==> src/rtl/ofdm_sc_scheduler_pkg.sv <==
// Shared types and helpers for the OFDM subcarrier scheduler and its s_to_p consumer.
// The bin classification lives here so other OFDM blocks can agree on the same map.
package ofdm_pkg;

   localparam int SAMPLE_W = 8;

   typedef enum logic [1:0] {
      ST_IDLE,
      ST_PREAMBLE,
      ST_DATA
   } state_e;

   typedef enum logic [1:0] {
      SC_GUARD,
      SC_PILOT,
      SC_DATA
   } sc_class_e;

   // Priority order: guard edges and DC first, then pilot comb, else payload.
   // The stride must be a power of two so the modulo reduces to a mask.
   function automatic sc_class_e classify(input int k, input int n_sc, input int guard_lo,
                                          input int guard_hi, input int stride, input int offset);
      sc_class_e cls;
      if (k < guard_lo || k > n_sc - 1 - guard_hi || k == n_sc / 2)
         cls = SC_GUARD;
      else if ((k & (stride - 1)) == offset)
         cls = SC_PILOT;
      else
         cls = SC_DATA;
      return cls;
   endfunction

endpackage

==> src/rtl/ofdm_sc_scheduler_sc_classifier.sv <==
// Combinational bin classifier: maps subcarrier index and frame state to a bin
// class and, for internally generated bins, the sample value to emit.
module sc_classifier
   import ofdm_pkg::*;
#(
   parameter int                N_SC         = 64,
   parameter int                WIDTH        = SAMPLE_W,
   parameter int                GUARD_LO     = 6,
   parameter int                GUARD_HI     = 5,
   parameter int                PILOT_STRIDE = 8,
   parameter int                PILOT_OFFSET = 2,
   parameter logic [WIDTH-1:0]  PILOT_VAL    = 'h40,
   parameter logic [WIDTH-1:0]  PREAMBLE_VAL = 'h5A,
   parameter int                K_W          = $clog2(N_SC)
) (
   input  logic [K_W-1:0]   k,
   input  state_e           state,
   input  logic             s_odd,
   output sc_class_e        cls,
   output logic             gen,
   output logic [WIDTH-1:0] value
);

   logic signed [WIDTH-1:0] pilot_pos;
   logic signed [WIDTH-1:0] pilot_neg;

   assign pilot_pos = PILOT_VAL;
   assign pilot_neg = -pilot_pos;

   always_comb begin
      cls   = classify(int'(32'(k)), N_SC, GUARD_LO, GUARD_HI, PILOT_STRIDE, PILOT_OFFSET);
      // Only payload bins during data symbols come from the input stream.
      gen   = (state != ST_DATA) || (cls != SC_DATA);
      value = '0;
      if (cls != SC_GUARD) begin
         if (state == ST_PREAMBLE)
            value = k[0] ? '0 : PREAMBLE_VAL;
         else if (state == ST_DATA && cls == SC_PILOT)
            value = s_odd ? pilot_pos : pilot_neg;
      end
   end

endmodule

==> src/rtl/ofdm_sc_scheduler.sv <==
// OFDM frame scheduler: walks subcarriers per symbol and muxes guard, pilot,
// preamble and payload samples onto the single serial stream feeding s_to_p.
module ofdm_sc_scheduler
   import ofdm_pkg::*;
#(
   parameter int                N_SC           = 64,
   parameter int                WIDTH          = SAMPLE_W,
   parameter int                GUARD_LO       = 6,
   parameter int                GUARD_HI       = 5,
   parameter int                PILOT_STRIDE   = 8,
   parameter int                PILOT_OFFSET   = 2,
   parameter logic [WIDTH-1:0]  PILOT_VAL      = 'h40,
   parameter logic [WIDTH-1:0]  PREAMBLE_VAL   = 'h5A,
   parameter int                SYMS_PER_FRAME = 4,
   localparam int               K_W            = $clog2(N_SC),
   localparam int               S_W            = $clog2(SYMS_PER_FRAME + 1)
) (
   input  logic             clk,
   input  logic             rst,
   input  logic             i_start,
   input  logic [WIDTH-1:0] i_data,
   input  logic             i_valid,
   output logic             i_ready,
   output logic [WIDTH-1:0] o_data,
   output logic             o_valid,
   input  logic             o_ready,
   output logic             o_sof,
   output logic             o_last,
   output logic [S_W-1:0]   o_sym_idx,
   output logic             o_busy
);

   state_e           state, state_n;
   logic [K_W-1:0]   k, k_n;
   logic [S_W-1:0]   s, s_n;
   sc_class_e        cls;
   logic             gen;
   logic [WIDTH-1:0] gen_val;
   logic             can_load;
   logic             load;
   logic             last_bin;
   logic             last_sym;
   logic             final_q;

   sc_classifier #(
      .N_SC         (N_SC),
      .WIDTH        (WIDTH),
      .GUARD_LO     (GUARD_LO),
      .GUARD_HI     (GUARD_HI),
      .PILOT_STRIDE (PILOT_STRIDE),
      .PILOT_OFFSET (PILOT_OFFSET),
      .PILOT_VAL    (PILOT_VAL),
      .PREAMBLE_VAL (PREAMBLE_VAL),
      .K_W          (K_W)
   ) u_classifier (
      .k     (k),
      .state (state),
      .s_odd (s[0]),
      .cls   (cls),
      .gen   (gen),
      .value (gen_val)
   );

   always_comb begin
      can_load = !o_valid || o_ready;
      load     = (state != ST_IDLE) && can_load && (gen || i_valid);
      i_ready  = (state == ST_DATA) && (cls == SC_DATA) && can_load;
      last_bin = (k == K_W'(N_SC - 1));
      last_sym = (state == ST_DATA) && (s == S_W'(SYMS_PER_FRAME));
      state_n  = state;
      k_n      = k;
      s_n      = s;
      case (state)
         // o_busy gates the start so a new frame cannot begin while the final beat is still pending.
         ST_IDLE: begin
            if (i_start && !o_busy)
               state_n = ST_PREAMBLE;
         end
         ST_PREAMBLE, ST_DATA: begin
            if (load) begin
               if (last_bin) begin
                  k_n = '0;
                  if (last_sym) begin
                     state_n = ST_IDLE;
                     s_n     = '0;
                  end else begin
                     state_n = ST_DATA;
                     s_n     = s + S_W'(1);
                  end
               end else begin
                  k_n = k + K_W'(1);
               end
            end
         end
         default: state_n = ST_IDLE;
      endcase
   end

   always_ff @(posedge clk or posedge rst) begin
      if (rst) begin
         state <= ST_IDLE;
         k     <= '0;
         s     <= '0;
      end else begin
         state <= state_n;
         k     <= k_n;
         s     <= s_n;
      end
   end

   // Output register stage: sideband fields only change on a load, so they hold under backpressure.
   always_ff @(posedge clk or posedge rst) begin
      if (rst) begin
         o_valid   <= 1'b0;
         o_data    <= '0;
         o_sof     <= 1'b0;
         o_last    <= 1'b0;
         o_sym_idx <= '0;
         o_busy    <= 1'b0;
         final_q   <= 1'b0;
      end else if (load) begin
         o_valid   <= 1'b1;
         o_data    <= gen ? gen_val : i_data;
         o_sof     <= (state == ST_PREAMBLE) && (k == '0);
         o_last    <= last_bin;
         o_sym_idx <= s;
         o_busy    <= 1'b1;
         final_q   <= last_bin && last_sym;
      end else if (o_ready) begin
         o_valid <= 1'b0;
         if (o_valid && final_q) begin
            o_busy  <= 1'b0;
            final_q <= 1'b0;
         end
      end
   end

endmodule
==> config.mk <==
export PLATFORM = sky130hd
export DESIGN_NAME = ofdm_sc_scheduler
export DESIGN_NICKNAME = d
export VERILOG_FILES = /design/src/rtl/ofdm_sc_scheduler_pkg.sv /design/src/rtl/ofdm_sc_scheduler_sc_classifier.sv /design/src/rtl/ofdm_sc_scheduler.sv
export SDC_FILE = /design/constraint.sdc
export NUM_CORES = 1
export LEC_CHECK = 0
export CORE_MARGIN = 2
export CORE_UTILIZATION = 52
export DETAILED_ROUTE_END_ITERATION = 12
export GPL_ROUTABILITY_DRIVEN = 0
export HOLD_SLACK_MARGIN = 0.03
export PLACE_DENSITY = 0.83
export REMOVE_ABC_BUFFERS = 1
export SLEW_MARGIN = 20
export SYNTH_ARGS = -nofsm -noshare
export SYNTH_HDL_FRONTEND = slang
export SYNTH_HIERARCHICAL = 1
export SYNTH_SLANG_ARGS = --single-unit
==> constraint.sdc <==
create_clock -name clk -period 2.9 [get_ports clk]
set_input_delay 0.58 -clock clk [delete_from_list [all_inputs] [get_ports clk]]
set_output_delay 0.58 -clock clk [all_outputs]
set_load 0.02 [all_outputs]
Word level (Yosys, flattened, before mapping). Cells that the tools add are included. Widths: inputs -> output; s select.

$add $sub $neg: 2. $mul: 0. Divide/modulo/power cells: 0. Magnitude comparators: 2. Equality and inequality tests: 13. Shift-type cells: 0. Mux-type cells: 21. Bitwise gates (word level): 0. Reductions and logical operators: 28.

Operators with widths (number): $mux 8 (5); $eq 6x6->1 const B (2); $mux 2 (6); $logic_and 1x1->1 (10); $ne 2x2->1 const B (5); $reduce_bool 2->1 (4); $mux 7 (1); $add 6x1->6 const B (1); $eq 3x3->1 const B (2); $gt 6x6->1 const B (1); $logic_not 6->1 (1); $lt 6x3->1 const B (1); $mux 1 (6); $mux 6 (1); $reduce_and 3->1 (2); $logic_or 1x1->1 (5); $eq 2x1->1 const B (2); $eq 2x2->1 const B (2); $pmux 2 s2 (1); $reduce_and 2->1 (2); $add 3x1->3 const B (1); $mux 3 (1); $logic_not 1->1 (2); $logic_not 2->1 (1); $reduce_or 2->1 (1).

Bits in registers: 27. Bits in latches: 0. RAM bits: 0. ROM bits: 0. Input bits: 13. Logic and storage cells: 76. Memories kept: 0.

Logic depth before layout (Yosys ltp).
Depth in word-level cells: 10. Mapped depth: 9. Mapped depth without buffers: 7.

By module. Netlist, hierarchy kept.

Modules (own cells, without submodules): ofdm_sc_scheduler (instances 1, cells an instance 130, area an instance 1420.1 um^2, seq. area each 675.6 um^2); sc_classifier (instances 1, cells an instance 26, area an instance 170.2 um^2, seq. area each 0.0 um^2).

Worst setup path after synthesis. OpenSTA, ideal clock, no wires.

Kind: reg2reg. From: reg k[5]. To: reg s[1]. Arrival: 2165 ps. Required time: 2773 ps. Path slack: 607 ps. Stages on the path, launching flop included: 10. Cells stage by stage: dfrtp_1 -> and3_4 -> o21ai_0 -> nand4_1 -> buf_6 -> nor2_2 -> or4b_4 -> buf_6 -> nor2_4 -> mux2_1.

Longest elaborated chain between the ends: 9. Elaborated cells on any way between the ends: 12. Those cells by class: 2 x order compare; 3 x eq/ne; 1 x mux; 6 x reduce/logical.

Ends and longest elaborated chain: from (decl) (RTL line ofdm_sc_scheduler.sv:34) `logic [K_W-1:0] k, k_n;`; from (signal assigned) (RTL line ofdm_sc_scheduler.sv:106) `k <= k_n;`; $lt 6x3->1 / $gt 6x6->1 (equally long branches) (RTL line ofdm_sc_scheduler_pkg.sv:24) `if (k < guard_lo || k > n_sc - 1 - guard_hi || k == n_sc / 2)`; $logic_or 1x1->1 (RTL line ofdm_sc_scheduler_pkg.sv:24); $logic_or 1x1->1 (*) (RTL line ofdm_sc_scheduler_pkg.sv:24); $mux 2 (*) (RTL line ofdm_sc_scheduler_pkg.sv:24); $ne 2x2->1 (*) (RTL line ofdm_sc_scheduler_sc_classifier.sv:33) `gen = (state != ST_DATA) || (cls != SC_DATA);`; $logic_or 1x1->1 (*) (RTL line ofdm_sc_scheduler_sc_classifier.sv:33); via gen (RTL line ofdm_sc_scheduler.sv:37) `logic gen;`; $logic_or 1x1->1 (*) (RTL line ofdm_sc_scheduler.sv:66) `load = (state != ST_IDLE) && can_load && (gen || i_valid);`; $logic_and 1x1->1 (*) (RTL line ofdm_sc_scheduler.sv:66); $reduce_and 3->1 (no line) (*); to (signal assigned) (RTL line ofdm_sc_scheduler.sv:107) `s <= s_n;`; to (decl) (RTL line ofdm_sc_scheduler.sv:35) `logic [S_W-1:0] s, s_n;`.

Mark *: on every way through the listed nets, which the timed path passes. The rest lies on a longest branch. A chain may end at the register's enable or synchronous reset.

Worst setup path after layout.
From: reg k[3]. To: out i_ready.

Longest elaborated chain between the ends: 7. Elaborated cells on any way between the ends: 9. Those cells by class: 2 x order compare; 2 x eq/ne; 1 x mux; 4 x reduce/logical.

Ends and longest elaborated chain: $lt 6x3->1 / $gt 6x6->1 (equally long branches) (RTL line ofdm_sc_scheduler_pkg.sv:24); $logic_or 1x1->1 (RTL line ofdm_sc_scheduler_pkg.sv:24); $logic_or 1x1->1 (*) (RTL line ofdm_sc_scheduler_pkg.sv:24); $mux 2 (*) (RTL line ofdm_sc_scheduler_pkg.sv:24); via cls[1] (RTL line ofdm_sc_scheduler.sv:36) `sc_class_e cls;`; $eq 2x2->1 (*) (RTL line ofdm_sc_scheduler.sv:67) `i_ready = (state == ST_DATA) && (cls == SC_DATA) && can_load;`; $logic_and 1x1->1 (*) (2 in a row) (RTL line ofdm_sc_scheduler.sv:67); to (decl) (RTL line ofdm_sc_scheduler.sv:23) `output logic i_ready,`.

Marks and branches as above.

==> results.toml <==
[run_status]
status = "completed"

[yosys]
syn-instance-count = 156
netlist_area_um2 = 1590
synthXorXnorAreaFrac = 0.0110
synth_mux_area_frac = 0.112
yosysWarnings = 6
synth_seq_area_share = 0.425
postSynthAreaPerCell_um2 = 10.2
synth-compound-area-share = 0.143
yosysUniqueCellTypes = 39
yosys_register_bits = 27
synthSimpleGateAreaFrac = 0.173
synth_top_family_by_area = "simple AND/OR/NAND/NOR gates"
yosys.area_share.adder = 0.0629

[setup_path]
crit_fanout = 7
crit_chain = "and3_4 > o21ai_0 > and3_1 > nand2_1 > nor3_1 > dlymetal6s2s_1"
critical_path_depth = 6
critical_path.max_stage_delay_ns = 0.49
worst-setup-path-type = "flop to output pin"
r2r_cells = 7
crit_required_ns = 2.32
cp_slowest_cell = "dfrtp_1"
worstSetupEndpointType = "output pin"
path_buf_inv = 1
cp-start-kind = "flop"
crit_arrival_ns = 1.86
critPathTopFamily = "simple AND/OR/NAND/NOR gates"

[grt]
grt_overflow = 0
grt_max_degree = 28
grt_use_total = 0.196
antenna_found_initial = 0
grt_pass1_vias = 1246
grt_pass1_wl_mm = 5.27

[place]
place_area_um2 = 1880
port_buffers = 28
dpl.hpwl_mm = 2.36

[power]
vdd_drop_max_uv = 500
power.density_nw_per_um2 = 865
leakage_nw = 0.850

[layout]
drive_gt1_frac = 0.147
area.growth.synth_to_final_pct = 20.1
final_area_um2 = 1910
final_util = 0.642
antenna_cells = 0
nNetsFinal = 206

[cts]
cts_max_level = 1
worst_setup_hold_path_clk_slew_ns = 0.15
cts_root_buf = "clkbuf_4"
clock_latency_ns = 0.33
cts_tree = "built"
clock_sinks = 27
cts_setup_buffers = 0
cts_buffer_depth = 2
cts_hold_buf = 0
cts_buffers = 3

[timing]
setup_viol = 0
min_period_over_period = 0.841
fin_worst_skew_ns = 0.00430
rsz0062_at_grt = "no"
fmax_mhz = 410
drv_slew = 0
period_minus_slack_ns = 2.44
finalSetupTns_ns = 0
hold_viol = 0

[die]
start_util = 0.534
dieArea_um2 = 3520
rows = 20
die_w_um = 59.3
die_h_um = 59.3
io_pins = 29
core_um2 = 2980

[detailed_routing]
drc_errors = 0
wirelength_mm = 3.06
ant_nets = 0
first_pass_iters = 4
avgRoutedWirePerCell_um = 14.1
vias = 1236
via_per_inst = 5.70
drtIter0Drc = 35

[hold_path]
whs_path_depth = 1
holdCritPathClass = "flop to flop"

[flow_run]
cap_violations = 0
==> power by group <==
part           internal (mW)  switching, mW
combinational          0.405          0.451
sequential             0.489          0.141
clock                 0.0519          0.115
==> cells by family (layout without fill, tap and decap cells) <==
group / after synthesis / after routing
compound gates: 29 / 29
xor+xnor: 2 / 2
fa+ha+maj: 8 / 8
buf+inv: 21 / 47
flops: 27 / 27
mux: 17 / 17
other cells: 1 / 3
simple gates: 51 / 51
==> state kept, by name, indices dropped and copies added, names as in the netlist <==
name / count
o_data: 8
k: 6
o_sym_idx: 3
s: 3
state: 2
final_q: 1
o_busy: 1
o_last: 1
o_sof: 1
o_valid: 1
==> through the flow <==
step / hold slack [ns] / total power, mW / instances / worst slack [ns]
6_report: 0.517 / 1.65 / 217 / 0.463
5_1_grt: 0.553 / 1.78 / 217 / 0.315
4_1_cts: 0.519 / 1.67 / 217 / 0.0224
3_5_place_dp: 0.486 / 1.50 / 213 / 0.339
3_3_place_gp: 0.478 / 1.46 / 213 / 0.347
2_1_floorplan: 0.502 / 1.18 / 148 / 0.223
==> per-layer routing <==
metal	track usage	vias up	wire length, um	part of all wire
li1	-	598	-	-
met1	0.238	601	1340	0.44
met2	0.339	31	1560	0.51
met3	0.0262	6	113	0.037
met4	0.0974	0	52	0.017
met5	0	-	0	0
==> worst paths after layout <==
| path | from | endpoint | slack, ns |
|---|---|---|---|
| hold / removal | o_busy$_DFFE_PP0P_ | o_busy$_DFFE_PP0P_ | 0.52 |
| max in group asynchronous | rst | k[2]$_DFFE_PP0P_ | 2.05 |
| setup reg to reg | k[2]$_DFFE_PP0P_ | s[1]$_DFFE_PP0P_ | 0.57 |
| setup / recovery | k[3]$_DFFE_PP0P_ | i_ready | 0.46 |
| hold reg to reg | o_busy$_DFFE_PP0P_ | o_busy$_DFFE_PP0P_ | 0.52 |
| min in group asynchronous | rst | s[2]$_DFFE_PP0P_ | 0.58 |
==> area by class of cell <==
cell class | instances | area [um^2]
clock buffers | 3 | 22.5
well taps | 33 | 41.3
flip-flops and latches | 27 | 678
multi-input cells | 110 | 810
clock inverters | 1 | 5.00
inverters | 11 | 41.3
repair buffers | 32 | 313
fillers | 249 | 1070
==> cell usage in the layout (no fill, tap or decap), types with 2 or more instances in the layout <==
master / netlist / routed
o21ai_0: 6 / 6
mux2_2: 5 / 5
a21oi_1: 12 / 12
clkbuf_4: 0 / 3
dfrtp_1: 27 / 25
nor2_1: 14 / 14
dfrtp_2: 0 / 2
o41ai_2: 3 / 3
ha_1: 8 / 8
conb_1: 1 / 3
nand2_1: 8 / 8
nand3_1: 8 / 8
inv_1: 11 / 11
and3_1: 3 / 3
nor2b_1: 2 / 2
mux2i_1: 11 / 11
nor3_1: 2 / 2
o31ai_4: 2 / 2
buf_4: 5 / 4
clkdlybuf4s50_1: 0 / 27
nand4_1: 3 / 3
nor4_1: 2 / 2
==> synth_stat cells <==
cell      instances  area, um^2
a21o_1            1        7.51
a21oi_1          12        60.1
a22o_1            1        8.76
and2_4            1        8.76
and3_1            3        18.8
and3_4            1        11.3
buf_4             5        37.5
buf_6             2        22.5
clkbuf_1          3        11.3
conb_1            1        3.75
dfrtp_1          27         676
ha_1              8         100
inv_1            11        41.3
mux2_1            1        11.3
mux2_2            5        56.3
mux2i_1          11         110
nand2_1           8        30.0
nand2b_1          1        6.26
nand3_1           8        40.0
nand4_1           3        18.8
nor2_1           14        52.6
nor2_2            1        6.26
nor2_4            1        11.3
nor2b_1           2        12.5
nor3_1            2        10.0
nor3_2            1        10.0
nor4_1            2        12.5
o21a_1            1        7.51
o21ai_0           6        30.0
o21bai_1          1        7.51
o22ai_1           1        6.26
o31ai_4           2        42.5
o41ai_1           1        8.76
o41ai_2           3        48.8
or2_2             1        6.26
or3_1             1        6.26
or4b_4            1        13.8
xnor2_1           1        8.76
xor2_1            1        8.76
==> repair_timing <==
item,in CTS,in global routing
endpoints found under the setup margin,0,1
gates resized for setup,0,3
hold endpoints to repair,0,0
No activity file was read; power rests on OpenSTA's default activity.
